[config.mk]
export PLATFORM = sky130hd
export DESIGN_NAME = mem_access_stage
export DESIGN_NICKNAME = d
export VERILOG_FILES = /design/src/rtl/mem_access_stage.sv
export SDC_FILE = /design/constraint.sdc
export NUM_CORES = 1
export LEC_CHECK = 0
export ABC_AREA = 1
export CAP_MARGIN = 30
export CORE_AREA = 4 4 151 117
export CTS_CLUSTER_SIZE = 25
export DETAILED_ROUTE_END_ITERATION = 8
export DIE_AREA = 0 0 155 121
export GPL_TIMING_DRIVEN = 0
export PLACE_DENSITY = 0.71
export SYNTH_ARGS = -nofsm -noshare
export SYNTH_HDL_FRONTEND = slang
export SYNTH_SLANG_ARGS = --single-unit
export TNS_END_PERCENT = 50
[constraint.sdc]
create_clock -name clk -period 2.75 [get_ports clk]
set_input_delay 0.4125 -clock clk [delete_from_list [all_inputs] [get_ports clk]]
set_output_delay 0.4125 -clock clk [all_outputs]
set_load 0.01 [all_outputs]
[src/rtl/mem_access_stage.sv]
// -----------------------------------------------------------------------------
// mem_access_stage
//
// MEM stage of the 5-stage pipeline. It takes the EX/MEM entry and runs a
// req/ack transaction against data memory for loads and stores. While that
// transaction is outstanding it stalls the front of the pipeline. It also
// resolves branches (pc_src) and registers the MEM/WB entry. Misaligned
// accesses, read+write accesses and memory timeouts complete with err_out set
// and RegWrite cleared.
//
// Parameters
//   TIMEOUT   BUSY cycles without dmem_ack before the access is aborted
//   CNT_W     width of the wait counter
//
// Ports
//   clk, rst           rising-edge clock, asynchronous active-low reset
//   ex_valid           EX/MEM entry valid (0 = bubble)
//   wb_in[1:0]         {RegWrite, MemtoReg}
//   mem_in[2:0]        {Branch, MemWrite, MemRead}
//   alu_in, wd_in      ALU result / byte address, store data
//   wn_in, zero_in,    destination register, ALU zero flag,
//   jal_in             JAL marker
//   dmem_*             data-memory request channel
//   stall              hold PC/IF/ID/ID/EX/EX/MEM this cycle
//   pc_src             take branch (combinational)
//   valid_out ..       registered MEM/WB entry
//   err_out            one-cycle error flag for the completing instruction
// -----------------------------------------------------------------------------
module mem_access_stage #(
    parameter int TIMEOUT = 255,
    parameter int CNT_W   = 10
) (
    input  logic        clk,
    input  logic        rst,
    input  logic        ex_valid,
    input  logic [1:0]  wb_in,
    input  logic [2:0]  mem_in,
    input  logic [31:0] alu_in,
    input  logic [31:0] wd_in,
    input  logic [4:0]  wn_in,
    input  logic        zero_in,
    input  logic        jal_in,
    output logic        dmem_req,
    output logic        dmem_we,
    output logic [31:0] dmem_addr,
    output logic [31:0] dmem_wdata,
    input  logic        dmem_ack,
    input  logic [31:0] dmem_rdata,
    output logic        stall,
    output logic        pc_src,
    output logic        valid_out,
    output logic [1:0]  wb_out,
    output logic [31:0] rd_data_out,
    output logic [31:0] alu_out,
    output logic [4:0]  wn_out,
    output logic        jal_out,
    output logic        err_out
);

    typedef enum logic [0:0] {
        IDLE = 1'b0,
        BUSY = 1'b1
    } state_t;

    state_t state, state_nxt;

    logic [CNT_W-1:0] wait_cnt;

    // Transaction hold registers, loaded when a legal access is accepted.
    logic [31:0] hold_addr;
    logic [31:0] hold_wdata;
    logic        hold_we;
    logic        hold_rd;
    logic [1:0]  hold_wb;
    logic [4:0]  hold_wn;
    logic        hold_jal;

    logic memop;
    logic legal;
    logic accept;
    logic illegal;
    logic timeout_hit;

    assign memop       = ex_valid & (mem_in[1] | mem_in[0]);
    assign legal       = (alu_in[1:0] == 2'b00) & ~(mem_in[1] & mem_in[0]);
    assign accept      = (state == IDLE) & memop & legal;
    assign illegal     = (state == IDLE) & memop & ~legal;
    // Last allowed BUSY cycle: without an ack here the access is aborted.
    assign timeout_hit = (state == BUSY) & (wait_cnt == CNT_W'(TIMEOUT - 1));

    assign dmem_addr  = hold_addr;
    assign dmem_wdata = hold_wdata;

    always_ff @(posedge clk or negedge rst) begin
        if (!rst) begin
            state <= IDLE;
        end else begin
            state <= state_nxt;
        end
    end

    always_comb begin
        state_nxt = state;
        dmem_req  = 1'b0;
        dmem_we   = 1'b0;
        stall     = 1'b0;
        pc_src    = 1'b0;
        case (state)
            IDLE: begin
                pc_src = ex_valid & mem_in[2] & zero_in;
                stall  = accept;
                if (accept) begin
                    state_nxt = BUSY;
                end
            end
            BUSY: begin
                dmem_req = 1'b1;
                dmem_we  = hold_we;
                stall    = ~dmem_ack & ~timeout_hit;
                if (dmem_ack || timeout_hit) begin
                    state_nxt = IDLE;
                end
            end
            default: state_nxt = IDLE;
        endcase
        // Combinational outputs must be quiet for the whole reset interval,
        // not only after the next clock edge.
        if (!rst) begin
            stall  = 1'b0;
            pc_src = 1'b0;
        end
    end

    always_ff @(posedge clk or negedge rst) begin
        if (!rst) begin
            wait_cnt    <= '0;
            hold_addr   <= '0;
            hold_wdata  <= '0;
            hold_we     <= 1'b0;
            hold_rd     <= 1'b0;
            hold_wb     <= '0;
            hold_wn     <= '0;
            hold_jal    <= 1'b0;
            valid_out   <= 1'b0;
            wb_out      <= '0;
            rd_data_out <= '0;
            alu_out     <= '0;
            wn_out      <= '0;
            jal_out     <= 1'b0;
            err_out     <= 1'b0;
        end else begin
            // Default MEM/WB content is a bubble.
            valid_out   <= 1'b0;
            wb_out      <= '0;
            rd_data_out <= '0;
            alu_out     <= '0;
            wn_out      <= '0;
            jal_out     <= 1'b0;
            err_out     <= 1'b0;
            if (state == IDLE) begin
                if (accept) begin
                    wait_cnt   <= '0;
                    hold_addr  <= alu_in;
                    hold_wdata <= wd_in;
                    hold_we    <= mem_in[1];
                    hold_rd    <= mem_in[0];
                    hold_wb    <= wb_in;
                    hold_wn    <= wn_in;
                    hold_jal   <= jal_in;
                end else if (illegal) begin
                    valid_out <= 1'b1;
                    wb_out    <= {1'b0, wb_in[0]};
                    alu_out   <= alu_in;
                    wn_out    <= wn_in;
                    jal_out   <= jal_in;
                    err_out   <= 1'b1;
                end else begin
                    valid_out <= ex_valid;
                    wb_out    <= ex_valid ? wb_in : 2'b00;
                    alu_out   <= alu_in;
                    wn_out    <= wn_in;
                    jal_out   <= jal_in;
                end
            end else begin
                if (dmem_ack) begin
                    valid_out   <= 1'b1;
                    wb_out      <= hold_wb;
                    rd_data_out <= hold_rd ? dmem_rdata : 32'h0;
                    alu_out     <= hold_addr;
                    wn_out      <= hold_wn;
                    jal_out     <= hold_jal;
                end else if (timeout_hit) begin
                    valid_out <= 1'b1;
                    wb_out    <= {1'b0, hold_wb[0]};
                    alu_out   <= hold_addr;
                    wn_out    <= hold_wn;
                    jal_out   <= hold_jal;
                    err_out   <= 1'b1;
                end else begin
                    wait_cnt <= wait_cnt + 1'b1;
                end
            end
        end
    end

endmodule

==> qor.txt <==
WP data required: 2.34 ns
Hold Fails Final Rpt: 0
DRC: 0
Logic gate share of total power: 0.205
Total Power: 6.49 mW
Setup WS post-layout: 0.237 ns
GRT Util Overall: 0.201
Gpl congestion: 0.809
Max Slew Vio Count: 0
Mapped cell area: 0.00622 mm^2
Pleak: 4.87 nW
CTS buffer count: 17
Crit. End Element: output pin
Vias in the first global route: 5,285
ANT cells: 0
Core area: 0.0164 mm^2
Die area: 0.0188 mm^2
Status: finished clean
Netlist cell types: 25
RR Startpoint: wait_cnt[0]$_DFFE_PN0P_
Post-route minimum period: 2.51 ns
Worst-margin pin slew: 0.632 ns
Most common cell after layout, fill and taps aside: nand2_1
Mean Syn Cell Area: 8.93 um^2
Min Hold Slack: 0.465 ns
Max Fclk: 0.398 GHz
Max incr delay on CP: 0.56 ns
Reg clk slew, reported paths: 0.07 ns
# setup viols final: 0
Register area: 0.00398 mm^2
Final ANT Viol Nets: 0
CP startpoint: rst
Fillers: 1,442
Multi-input gate area: 0.00186 mm^2
Syn-to-layout area delta: 56.2%
Clk_skew: 0.0112 ns
Max_cap viols: 0
Initial antenna violation count: 0
Critical Path, Cell by Cell: dlygate4sd3_1 -> buf_8 -> buf_16 -> nand3_1 -> nor2_1 -> clkdlybuf4s50_1
Worst Path Arrival: 2.10 ns
IO Port Bufs: 253
Hold_sp: hold_wb[0]$_DFFE_PN0P_
GRT Residual Overflow: 0
Clk buf depth: 2
Register area share after synthesis: 0.640
Ports: 254
Crit path max fanout: 42
Final design utilization: 0.594
Int Pwr: 4.67 mW
Clock network power share: 0.360
Worst-Skew Late Latency: 0.42 ns
PwrDens: 668 mW/mm^2
First-pass GRT wire length: 29,100 um
Cell taking the most area after synthesis: dfrtp_1
Chip Height: 121 um
NetSw: 1.82 mW
DR vias: 5,454
CTS tree: yes
Final Net Count: 1,089
Seq cells post-synth: 159
Top cells by area, synth: dfrtp_1, nand2_1, nand3_1
Wirelength per Cell: 15.8 um
Starting density of the core: 0.380
Chip width: 155 um
Sw Share: 0.280
Post-Synthesis Cells: 697
Sequential share of power: 0.435
CTS H-tree lvls: 4
Mapped Nets: 811
Setup crit start kind: input pin
DPL Wire Length: 13,500 um
Slowest CP cell: dlygate4sd3_1
Crit path kind: in2out
Unrepaired setup endpoints after global routing: false
Clk sinks: 159
Layout cells sized above 1: 0.0678
Root Buffer: clkbuf_16
Most frequent cells in the layout: nand2_1, clkdlybuf4s50_1, dfrtp_1, nand3_1
Drt pass-1 iters: 5
Syn. warnings: 0
Slew margin rel.: 0.579
FP Rows: 41
Fin crit share: 0.914
Hold Path Class: reg2reg
DRT iter0 DRCs: 340
Total Wirelength: 19,000 um
Place WS: 0.00231 ns
Mean number of vias per cell: 4.53
Worst ir drop on vdd: 394 uV
Top-area cell type share of the netlist area: 0.640
Largest net degree at the start of global routing: 84
Sum Neg Setup Slack: 0 ns
[worst paths after layout]
path / endpoint / slack (ns) / cells past startpoint
worst max-delay path: pc_src / 0.24 / 6
worst min-delay path: wb_out[0]$_DFF_PN0_ / 0.46 / 2
worst max register to register: alu_out[16]$_DFF_PN0_ / 1.01 / 9
worst min register to register: wb_out[0]$_DFF_PN0_ / 0.46 / 2
max in group asynchronous: dmem_wdata[14]$_DFFE_PN0P_ / 1.25 / 3
min in group asynchronous: wb_out[1]$_DFF_PN0_ / 0.56 / 3
[Yosys cell counts]
| master | number |
|---|---|
| nand2_1 | 333 |
| inv_2 | 2 |
| nand2_2 | 1 |
| a21oi_2 | 1 |
| o21a_1 | 1 |
| o21ai_0 | 2 |
| nor2_1 | 48 |
| buf_4 | 9 |
| or2_1 | 1 |
| inv_1 | 48 |
| buf_1 | 3 |
| buf_6 | 2 |
| o21bai_1 | 1 |
| xor2_1 | 1 |
| nor3_4 | 1 |
| xnor2_1 | 3 |
| nand3_1 | 55 |
| buf_2 | 14 |
| a21boi_0 | 1 |
| o31ai_1 | 2 |
| nor3b_1 | 1 |
| ha_1 | 2 |
| clkbuf_1 | 5 |
| nand4_1 | 1 |
| dfrtp_1 | 159 |
[what timing repair did]
action / 4_1_cts / 5_1_grt
buffers inserted: 1 / 0
endpoints found under the hold margin: 11 / 0
hold buffers: 3 / 0
setup endpoints to repair: 1 / 1
resized for setup: 1 / 0
cloned: 0 / 1
[through the flow]
stage          instances  area (um^2)
4_1_cts             1202         9690
2_1_floorplan        697         6220
3_5_place_dp        1166         9050
5_1_grt             1203         9720
3_3_place_gp        1165         9020
6_report            1203         9720
[cells by family (layout without fill, tap and decap cells)]
| group | Yosys count | after routing | synth area share |
|---|---|---|---|
| XOR/XNOR | 4 | 4 | 0.00563 |
| AND/OR/NAND/NOR | 441 | 441 | 0.281 |
| flip-flops | 159 | 159 | 0.640 |
| AO/OA/AOI/OAI | 8 | 8 | 0.00905 |
| buffers and inverters | 83 | 374 | 0.0607 |
| adder cells (fa/ha/maj) | 2 | 2 | 0.00402 |
[state kept, by name, summed over array words and instances (netlist names), 2 cells and up]
| name | count |
|---|---|
| alu_out | 32 |
| dmem_addr | 32 |
| dmem_wdata | 32 |
| hold_wb | 2 |
| hold_wn | 5 |
| rd_data_out | 32 |
| wait_cnt | 10 |
| wb_out | 2 |
| wn_out | 5 |
[per-layer routing]
layer / routed length (um) / up-vias / global-route usage
li1: - / 2664 / -
met1: 8220 / 2558 / 0.266
met2: 8900 / 214 / 0.319
met3: 1590 / 18 / 0.0638
met4: 248 / 0 / 0.0574
met5: 0 / - / 0
[cell type report]
| type | instances | share of cell area |
|---|---|---|
| flip-flops and latches | 159 | 0.409 |
| clock buffers | 18 | 0.0452 |
| inverters | 50 | 0.0193 |
| multi-input cells | 455 | 0.192 |
| well taps | 215 | 0.0277 |
| clock inverters | 14 | 0.0148 |
| plain buffers | 33 | 0.0196 |
| repair buffers | 259 | 0.272 |
[worst max-delay path: cells and delay by family]
| family | cells | cell delay [ns] |
|---|---|---|
| buf+inv | 4 | 1.46 |
| simple gates | 2 | 0.20 |
[power by group through the flow]
| stage | logic [mW] | registers [mW] | clock network (mW) |
|---|---|---|---|
| 5_1_grt | 1.45 | 2.86 | 2.48 |
| 6_report | 1.33 | 2.82 | 2.34 |
| 4_1_cts | 1.35 | 2.82 | 2.38 |
| 3_3_place_gp | 1.31 | 2.85 | 0 |
| 3_5_place_dp | 1.33 | 2.86 | 0 |
| 2_1_floorplan | 0.320 | 2.97 | 0 |
(Power assumes the default switching activity.)
